===== config.mk =====
export PLATFORM = sky130hd
export DESIGN_NAME = sad_search_engine
export DESIGN_NICKNAME = d
export VERILOG_FILES = /design/src/rtl/sad_search_engine.sv
export SDC_FILE = /design/constraint.sdc
export NUM_CORES = 1
export LEC_CHECK = 0
export ABC_CLOCK_PERIOD_IN_PS = 5200
export CAP_MARGIN = 20
export CORE_ASPECT_RATIO = 1.75
export CORE_MARGIN = 2
export CORE_UTILIZATION = 42
export DETAILED_ROUTE_END_ITERATION = 8
export GPL_ROUTABILITY_DRIVEN = 0
export RECOVER_POWER = 25
export SLEW_MARGIN = 15
export SYNTH_ARGS = -nofsm -noshare
export SYNTH_HDL_FRONTEND = slang
export SYNTH_SLANG_ARGS = --single-unit

===== constraint.sdc =====
create_clock -name Clk -period 5.2 [get_ports Clk]
set_clock_uncertainty 0.2 [all_clocks]
set_input_delay 0.78 -clock Clk [delete_from_list [all_inputs] [get_ports Clk]]
set_output_delay 0.78 -clock Clk [all_outputs]
set_load 0.02 [all_outputs]

===== src/rtl/sad_search_engine.sv =====
// Block-matching SAD search: a 3-stage lane-parallel pipeline accumulates per-candidate SADs and tracks the minimum.
// Optional early termination of losing candidates is enabled by defining SAD_EARLY_TERM_EN.
module sad_search_engine #(
  parameter int PIXEL_W = 8,
  parameter int LANES   = 4,
  parameter int ACC_W   = 20,
  parameter int COORD_W = 8
) (
  input  logic                       Clk,
  input  logic                       Reset,
  input  logic                       start,
  input  logic [COORD_W-1:0]         num_cand,
  input  logic [COORD_W-1:0]         block_len,
  input  logic [COORD_W-1:0]         search_w,
  input  logic                       in_valid,
  output logic                       in_ready,
  input  logic [LANES*PIXEL_W-1:0]   frame_px,
  input  logic [LANES*PIXEL_W-1:0]   tmpl_px,
  output logic                       busy,
  output logic                       done,
  output logic                       found,
  output logic [ACC_W-1:0]           min_sad,
  output logic [COORD_W-1:0]         min_x,
  output logic [COORD_W-1:0]         min_y,
  output logic [COORD_W-1:0]         early_term_cnt
);

  localparam int SUM_W = PIXEL_W + $clog2(LANES + 1);
  localparam int EXT_W = ((ACC_W > SUM_W) ? ACC_W : SUM_W) + 1;
  localparam logic [ACC_W-1:0] ACC_MAX = '1;

  typedef enum logic [1:0] {IDLE, RUN, DRAIN, DONE} state_t;

  state_t               state;
  logic [COORD_W-1:0]   nc_r, bl_r, sw_r;
  logic [COORD_W-1:0]   beat_cnt, cand_cnt, cur_x, cur_y;
  logic [1:0]           drain_cnt;
  logic                 done_r;

  logic [PIXEL_W-1:0]   p1_diff [LANES];
  logic                 p1_valid, p1_first, p1_last;
  logic [COORD_W-1:0]   p1_x, p1_y;

  logic [SUM_W-1:0]     p2_sum;
  logic                 p2_valid, p2_first, p2_last;
  logic [COORD_W-1:0]   p2_x, p2_y;

  logic [ACC_W-1:0]     acc;
  logic [ACC_W-1:0]     min_sad_r;
  logic [COORD_W-1:0]   min_x_r, min_y_r;
  logic                 found_r;

  logic                 accept, start_acc, last_beat, last_cand;
  logic [PIXEL_W-1:0]   diff_c [LANES];
  logic [SUM_W-1:0]     lane_sum;
  logic [ACC_W-1:0]     acc_base, sat_sum;
  logic [EXT_W-1:0]     ext_sum;
  logic                 skip, commit;

  assign accept    = in_valid && (state == RUN);
  assign start_acc = start && (state == IDLE);
  assign last_beat = (beat_cnt == bl_r - COORD_W'(1));
  assign last_cand = (cand_cnt == nc_r - COORD_W'(1));

  assign in_ready = (state == RUN);
  assign busy     = (state != IDLE);
  assign done     = done_r;
  assign found    = found_r;
  assign min_sad  = min_sad_r;
  assign min_x    = min_x_r;
  assign min_y    = min_y_r;

  always_comb begin
    for (int unsigned i = 0; i < LANES; i++) begin
      diff_c[i] = '0;
      if (frame_px[i*PIXEL_W +: PIXEL_W] >= tmpl_px[i*PIXEL_W +: PIXEL_W])
        diff_c[i] = frame_px[i*PIXEL_W +: PIXEL_W] - tmpl_px[i*PIXEL_W +: PIXEL_W];
      else
        diff_c[i] = tmpl_px[i*PIXEL_W +: PIXEL_W] - frame_px[i*PIXEL_W +: PIXEL_W];
    end
  end

  always_comb begin
    lane_sum = '0;
    for (int unsigned i = 0; i < LANES; i++)
      lane_sum = lane_sum + SUM_W'(p1_diff[i]);
  end

  // Saturating accumulate; the first beat of a candidate restarts from zero.
  always_comb begin
    acc_base = p2_first ? '0 : acc;
    ext_sum  = EXT_W'(acc_base) + EXT_W'(p2_sum);
    sat_sum  = (ext_sum > EXT_W'(ACC_MAX)) ? ACC_MAX : ext_sum[ACC_W-1:0];
  end

`ifdef SAD_EARLY_TERM_EN
  logic                 term_r, term_prior, new_term;
  logic [COORD_W-1:0]   et_cnt_r;

  // A candidate already known to lose skips its remaining beats and never commits.
  always_comb begin
    term_prior = !p2_first && term_r;
    new_term   = !term_prior && found_r && !p2_last && (sat_sum >= min_sad_r);
    skip       = term_prior;
    commit     = p2_last && !term_prior && (sat_sum < min_sad_r);
  end

  always_ff @(posedge Clk) begin
    if (Reset) begin
      term_r   <= 1'b0;
      et_cnt_r <= '0;
    end else if (start_acc) begin
      term_r   <= 1'b0;
      et_cnt_r <= '0;
    end else if (p2_valid) begin
      term_r <= term_prior || new_term;
      if (new_term)
        et_cnt_r <= et_cnt_r + COORD_W'(1);
    end
  end

  assign early_term_cnt = et_cnt_r;
`else
  always_comb begin
    skip   = 1'b0;
    commit = p2_last && (sat_sum < min_sad_r);
  end

  assign early_term_cnt = '0;
`endif

  always_ff @(posedge Clk) begin
    if (Reset) begin
      state     <= IDLE;
      nc_r      <= '0;
      bl_r      <= '0;
      sw_r      <= '0;
      beat_cnt  <= '0;
      cand_cnt  <= '0;
      cur_x     <= '0;
      cur_y     <= '0;
      drain_cnt <= '0;
      done_r    <= 1'b0;
      for (int unsigned i = 0; i < LANES; i++)
        p1_diff[i] <= '0;
      p1_valid  <= 1'b0;
      p1_first  <= 1'b0;
      p1_last   <= 1'b0;
      p1_x      <= '0;
      p1_y      <= '0;
      p2_sum    <= '0;
      p2_valid  <= 1'b0;
      p2_first  <= 1'b0;
      p2_last   <= 1'b0;
      p2_x      <= '0;
      p2_y      <= '0;
      acc       <= '0;
      min_sad_r <= '1;
      min_x_r   <= '0;
      min_y_r   <= '0;
      found_r   <= 1'b0;
    end else begin
      done_r <= 1'b0;

      p1_valid <= accept;
      if (accept) begin
        p1_diff  <= diff_c;
        p1_first <= (beat_cnt == '0);
        p1_last  <= last_beat;
        p1_x     <= cur_x;
        p1_y     <= cur_y;
      end

      p2_valid <= p1_valid;
      if (p1_valid) begin
        p2_sum   <= lane_sum;
        p2_first <= p1_first;
        p2_last  <= p1_last;
        p2_x     <= p1_x;
        p2_y     <= p1_y;
      end

      if (p2_valid) begin
        if (!skip)
          acc <= sat_sum;
        if (commit) begin
          min_sad_r <= sat_sum;
          min_x_r   <= p2_x;
          min_y_r   <= p2_y;
        end
        if (p2_last)
          found_r <= 1'b1;
      end

      case (state)
        IDLE: begin
          if (start) begin
            nc_r      <= num_cand;
            bl_r      <= (block_len == '0) ? COORD_W'(1) : block_len;
            sw_r      <= search_w;
            beat_cnt  <= '0;
            cand_cnt  <= '0;
            cur_x     <= '0;
            cur_y     <= '0;
            drain_cnt <= '0;
            min_sad_r <= '1;
            min_x_r   <= '0;
            min_y_r   <= '0;
            found_r   <= 1'b0;
            state     <= (num_cand == '0) ? DRAIN : RUN;
          end
        end
        RUN: begin
          if (accept) begin
            if (last_beat) begin
              beat_cnt <= '0;
              cand_cnt <= cand_cnt + COORD_W'(1);
              if (sw_r != '0 && cur_x == sw_r - COORD_W'(1)) begin
                cur_x <= '0;
                cur_y <= cur_y + COORD_W'(1);
              end else begin
                cur_x <= cur_x + COORD_W'(1);
              end
              if (last_cand) begin
                drain_cnt <= '0;
                state     <= DRAIN;
              end
            end else begin
              beat_cnt <= beat_cnt + COORD_W'(1);
            end
          end
        end
        DRAIN: begin
          if (drain_cnt == 2'd2) begin
            state  <= DONE;
            done_r <= 1'b1;
          end else begin
            drain_cnt <= drain_cnt + 2'd1;
          end
        end
        DONE: state <= IDLE;
        default: state <= IDLE;
      endcase
    end
  end

endmodule


---- Word-level counts from Yosys, hierarchy flattened ----
Cells that the tools add are included.
storage, ports and cells
  output and inout bits ................... 48
  word-level logic and storage cells ...... 141
  register bits ........................... 199
operators by class
  bitwise logic cells ..................... 1
  reductions and logical operators ........ 18
  multiplexer cells ....................... 52
  $add $sub $neg .......................... 20
  order comparisons ....................... 6
  eq/ne operators ......................... 14
operators with widths
  kind                                                             number
  2-to-1 mux 8 bit                                                 24
  2-to-1 mux 20 bit                                                6
  case mux 8 bit (2 select lines)                                  4
  subtractor 8 bit                                                 8
  adder 8 x 1 -> 8 bit, second input constant                      4
  >= comparator 8 bit                                              4
  equality test 8 bit                                              3
  zero test 8 bit                                                  3
  subtractor 8 x 1 -> 8 bit, second input constant                 3
  2-to-1 mux 2 bit                                                 11
  adder 20 x 11 -> 21 bit                                          1
  greater-than comparator 21 x 20 -> 1 bit, second input constant  1
  less-than comparator 20 bit                                      1
  adder 10 x 8 -> 11 bit                                           1
  adder 9 x 8 -> 10 bit                                            1
  AND reduction 5 bit                                              2
  adder 8 x 8 -> 9 bit                                             1
  inequality test 2 x 1 -> 1 bit, second input constant            4
  case mux 2 bit (4 select lines)                                  1
  nonzero test 8 bit                                               1
  equality test 2 bit, second input constant                       3
  inequality test 2 bit, second input constant                     3
  case mux 2 bit (3 select lines)                                  1
  AND reduction 6 bit                                              1
  other kinds (12)                                                 19

---- Depth between registers and ports, before layout ----
  depth in word-level cells ............... 10
  gate-level depth with buffers ........... 24

---- Worst setup path before layout ----
No wires, ideal clock.
  kind .................................... register to register
  from .................................... register p2_first
  to ...................................... register min_sad_r[18], in the netlist min_sad[18]
  data arrival time ....................... 4.367 ns
  required time ........................... 4.871 ns
  cell stages (with the launch flop) ...... 25
  setup slack ............................. 0.503 ns
  path buffers ............................ 3
  cell sequence ........................... dfxtp_1 > clkbuf_1 > clkbuf_1 > nor2b_1 > ha_1 > inv_1 > fa_1 > nor2b_1 > o31a_1 > o21ai_0 > and2_1 > nor3_1 > a41o_1 > nor2_1 > inv_1 > ha_1 > a21o_1 > a21o_1 > a21oi_1 > or3_1 > nor4b_1 > o21ai_1 > clkbuf_1 > mux2i_1 > nand2_1
between the ends
  cells in the longest elaborated chain, start to end .. 10
ends and longest elaborated chain
  item                                      RTL line  RTL
  from (decl)                               45        logic p2_valid, p2_first, p2_last;
  from (signal assigned)                    177       p2_first <= p1_first;
  2-to-1 mux 20 bit *                       91        acc_base = p2_first ? '0 : acc;
  adder 20 x 11 -> 21 bit *                 92        ext_sum = EXT_W'(acc_base) + EXT_W'(p2_sum);
  greater-than comparator 21 x 20 -> 1 bit  93        sat_sum = (ext_sum > EXT_W'(ACC_MAX)) ? ACC_MAX : ext_sum[ACC_W-1:0];
  2-to-1 mux 20 bit *                       93
  via sat_sum[9]                            56        logic [ACC_W-1:0] acc_base, sat_sum;
  less-than comparator 20 bit *             126       commit = p2_last && (sat_sum < min_sad_r);
  logical AND 1 bit *                       126
  2-to-1 mux 20 bit *                       186       if (commit) begin
  2-to-1 mux 20 bit *                       183       if (p2_valid) begin
  2-to-1 mux 20 bit                         197       if (start) begin
  2-to-1 mux 20 bit *                       195       case (state)
  to (signal assigned)                      187       min_sad_r <= sat_sum;
  to (decl)                                 49        logic [ACC_W-1:0] min_sad_r;
Mark *: on every way through the listed nets, which the timed path passes. The rest lies on a longest branch.
A chain may end at the register's enable or synchronous reset.

---- Worst setup path in the final report ----
  from .................................... register p2_first
  to ...................................... register min_sad_r[8], in the netlist min_sad[8]
Same word-level chain as after synthesis.

==> impl_metrics.ini <==
[detailed_routing]
wl_met2_mm = 15.7
vias = 10900
drtIter0Drc = 488
drc = 0
wl_met3_um = 848
wl_per_cell_um = 14.6
m1WireLength_mm = 12.7
first_pass_iters = 5
drt-vias-per-instance = 5.25
ant_nets = 0
wl_mm = 30.1
top_layer = met4

[sta]
hold_viol = 0
slew_violations = 110
grt_setup_unrepaired = false
maxSlewHeadroom_pct = -13.5
fin_crit_ns = 4.67
worst_pin_slew_ns = 1.70
setup_tns_ns = 0
setup_viol = 0
fin_crit_sh_pct = 89.8
clock.fmax_mhz = 214

[floorplanning]
initial_core_util_pct = 42.7
die_area_mm2 = 0.0322
fp.dieW_um = 136
io_pins = 140
core_mm2 = 0.0302
row_count = 84
die_y_um = 236

[job]
cap_viol_max_count = 2

[grt]
grt_remaining_overflow = 0
grt_antenna_before_repair = 0
grt_max_degree = 84
grt_pass1_wl_mm = 51.0
track_usage_pct = 19.4
grt_pass1_vias = 10800

[pwr]
cellPowerDensity_mw_per_mm2 = 300
leakage_nw = 6.60
vdd_drop_max_mv = 0.245

[status]
violations = max-capacitance violations, max-slew violations
outcome = complete, but fails checks

[layout]
fin_nets = 1897
fill_cells = 3000
drive_above_1_share_pct = 4.34
area_growth_pct = 16.7
num_antenna_cells = 0
fin_area_mm2 = 0.0150

[synth]
seq_area_frac_synth_pct = 30.8
avgSynthCellArea_um2 = 8.17
ys_async_sr_fraction_pct = 0
syn_inst = 1577
yosys_warnings = 0
syn-cell-area_mm2 = 0.0129
ys.flop_type = dfxtp_1
synth-edff-count = 0
netlist_top_cells_area = dfxtp_1, ha_1, mux2i_1
synth_top_area_share_pct = 30.8
ys_seq_elements = 198
synth_cell_types = 70
synth_area_leader_cell = dfxtp_1

[clock_network]
clock_sinks = 198
cts_tree = done
worstSkewPairLatency_ns = 0.46
cts.clk_slew.worst_paths_ns = 0.08
clock_path_buffers = 2
cts-root-buf = clkbuf_16
cts.htree.levels = 4
cts_buffers = 17
ctsHoldBuffers = 0

[critical_path]
worstSetupStartpointType = register
arrival_ns = 4.81
path_max_fanout = 13
slowest_delay_ns = 0.50
cp_cell_sequence = nor2b_1 > ha_1 > inv_1 > fa_1 > nor2b_1 > o31a_1 > o21ai_0 > a211o_1 > buf_4 > nand2_1 > ha_1 > a21oi_1 > o21ai_0 > a2111oi_0 > o21a_1 > o21ai_4 > buf_4 > mux2i_1 > nand2_1
end_kind = register
cp_slowest_cell = a211o_1
critical_path_class = reg2reg
worstPathRequired_ns = 5.34

[placement]
io_buffers = 131
placed_cell_area_mm2 = 0.0144
hpwlAfterDp_mm = 23.5

[worst_hold_path]
holdCritPathClass = reg2reg
[metal layers]
| metal | track usage (%) | vias up |
|---|---|---|
| li1 | - | 5585 |
| met1 | 22.3 | 5042 |
| met2 | 35.1 | 178 |
| met3 | 3.29 | 51 |
| met4 | 7.54 | 0 |
| met5 | 0 | - |
[worst max-delay path: cells and delay by family (launching register included)]
kind / cells / cell delay, ns
muxes: 1 / 0.16
buffers and inverters: 3 / 0.52
adders and majority gates: 3 / 0.84
DFF: 1 / 0.43
AOI/OAI and AO/OA: 8 / 1.87
and+or+nand+nor: 4 / 0.55
[cells by family (layout without fill, tap and decap cells)]
group	Yosys count	after routing	synth area share [%]
fa+ha+maj	136	136	14.7
buf+inv	208	306	7.04
compound gates	303	303	15.1
flops	198	198	30.8
simple gates	572	572	20.7
xor+xnor	69	69	4.69
mux	90	90	6.99
other cells	1	8	0.0291
[state kept, by name, summed over array words and instances, names as in the netlist, 10 cells and up]
register  count
p1_diff      32
acc          20
min_sad      20
p2_sum       10
[Yosys cell counts (all sizes together) (3+ instances only)]
| cell | number |
|---|---|
| dfxtp | 198 |
| nand2 | 180 |
| nor2 | 169 |
| inv | 119 |
| ha | 111 |
| a21oi | 94 |
| mux2i | 90 |
| clkbuf | 65 |
| o21ai | 64 |
| nand3 | 38 |
| xnor2 | 37 |
| nor3 | 35 |
| a211oi | 33 |
| xor2 | 32 |
| nor2b | 31 |
| a31oi | 28 |
| nand2b | 28 |
| fa | 25 |
| buf | 23 |
| nand4 | 17 |
| and3 | 15 |
| o211ai | 14 |
| and2 | 13 |
| or3 | 12 |
| a21o | 10 |
| nand3b | 9 |
| o21a | 9 |
| a211o | 6 |
| a221oi | 6 |
| nor4 | 6 |
| or4 | 6 |
| a2111oi | 5 |
| a21boi | 4 |
| a2bb2oi | 4 |
| a32oi | 4 |
| a41oi | 4 |
| a22oi | 3 |
| nor4b | 3 |
[power breakdown]
part	internal, mW	switching (mW)	leakage, nW	total, mW
registers	1.62	0.113	1.60	1.74
logic	0.594	0.853	4.71	1.45
clock network	0.657	0.674	0.291	1.33
[metrics by stage]
step           cells  utilization [%]  power, mW  hold WS (ns)  setup WS [ns]
5_1_grt         2069             49.9       4.81         0.279         0.0995
2_1_floorplan   1584                -       2.86         0.229          0.503
6_report        2069             49.9       4.51         0.260          0.532
3_5_place_dp    2034             47.8       3.23         0.250          0.172
3_3_place_gp    2034             47.8       3.20         0.244          0.300
4_1_cts         2066             49.8       4.57         0.260          0.153
[what timing repair did]
| action | in CTS | in global routing |
|---|---|---|
| setup buffers | 0 | 3 |
| gates resized for setup | 0 | 1 |
| setup endpoints to repair | 0 | 36 |
[placed cells by master (no fill, tap or decap), types with 21 or more instances in the layout]
cell type,netlist,final
nor2_1,169,169
o21ai_0,62,62
clkdlybuf4s50_1,0,129
a211oi_1,33,33
mux2i_1,90,90
ha_1,111,111
xnor2_1,37,37
a21oi_1,94,94
nand2b_1,28,28
inv_1,119,119
buf_4,8,21
nand3_1,38,38
xor2_1,32,32
a31oi_1,28,28
nor3_1,35,35
dfxtp_1,198,198
nor2b_1,31,31
nand2_1,179,179
fa_1,25,25
[area by class of cell]
type / count / area (µm²) / share of cell area (%)
multi-input cells: 1178 / 8060 / 53.6
clock inverters: 14 / 153 / 1.02
repair buffers: 155 / 1490 / 9.92
flip-flops and latches: 198 / 3960 / 26.4
well taps: 387 / 484 / 3.22
inverters: 119 / 447 / 2.97
clock buffers: 18 / 439 / 2.92
[path summary, 6_finish.rpt]
kind                         startpoint                     to  slack (ns)  cells past startpoint
hold / removal     p1_y[3]$_SDFFE_PP0P_   p1_y[3]$_SDFFE_PP0P_        0.26                      2
setup / recovery  p2_first$_SDFFE_PP0P_  min_sad[8]$_SDFF_PP1_        0.53                     19
setup reg to reg  p2_first$_SDFFE_PP0P_  min_sad[8]$_SDFF_PP1_        0.53                     19
hold reg to reg    p1_y[3]$_SDFFE_PP0P_   p1_y[3]$_SDFFE_PP0P_        0.26                      2
Note: power is estimated with default switching activity, not from simulation.
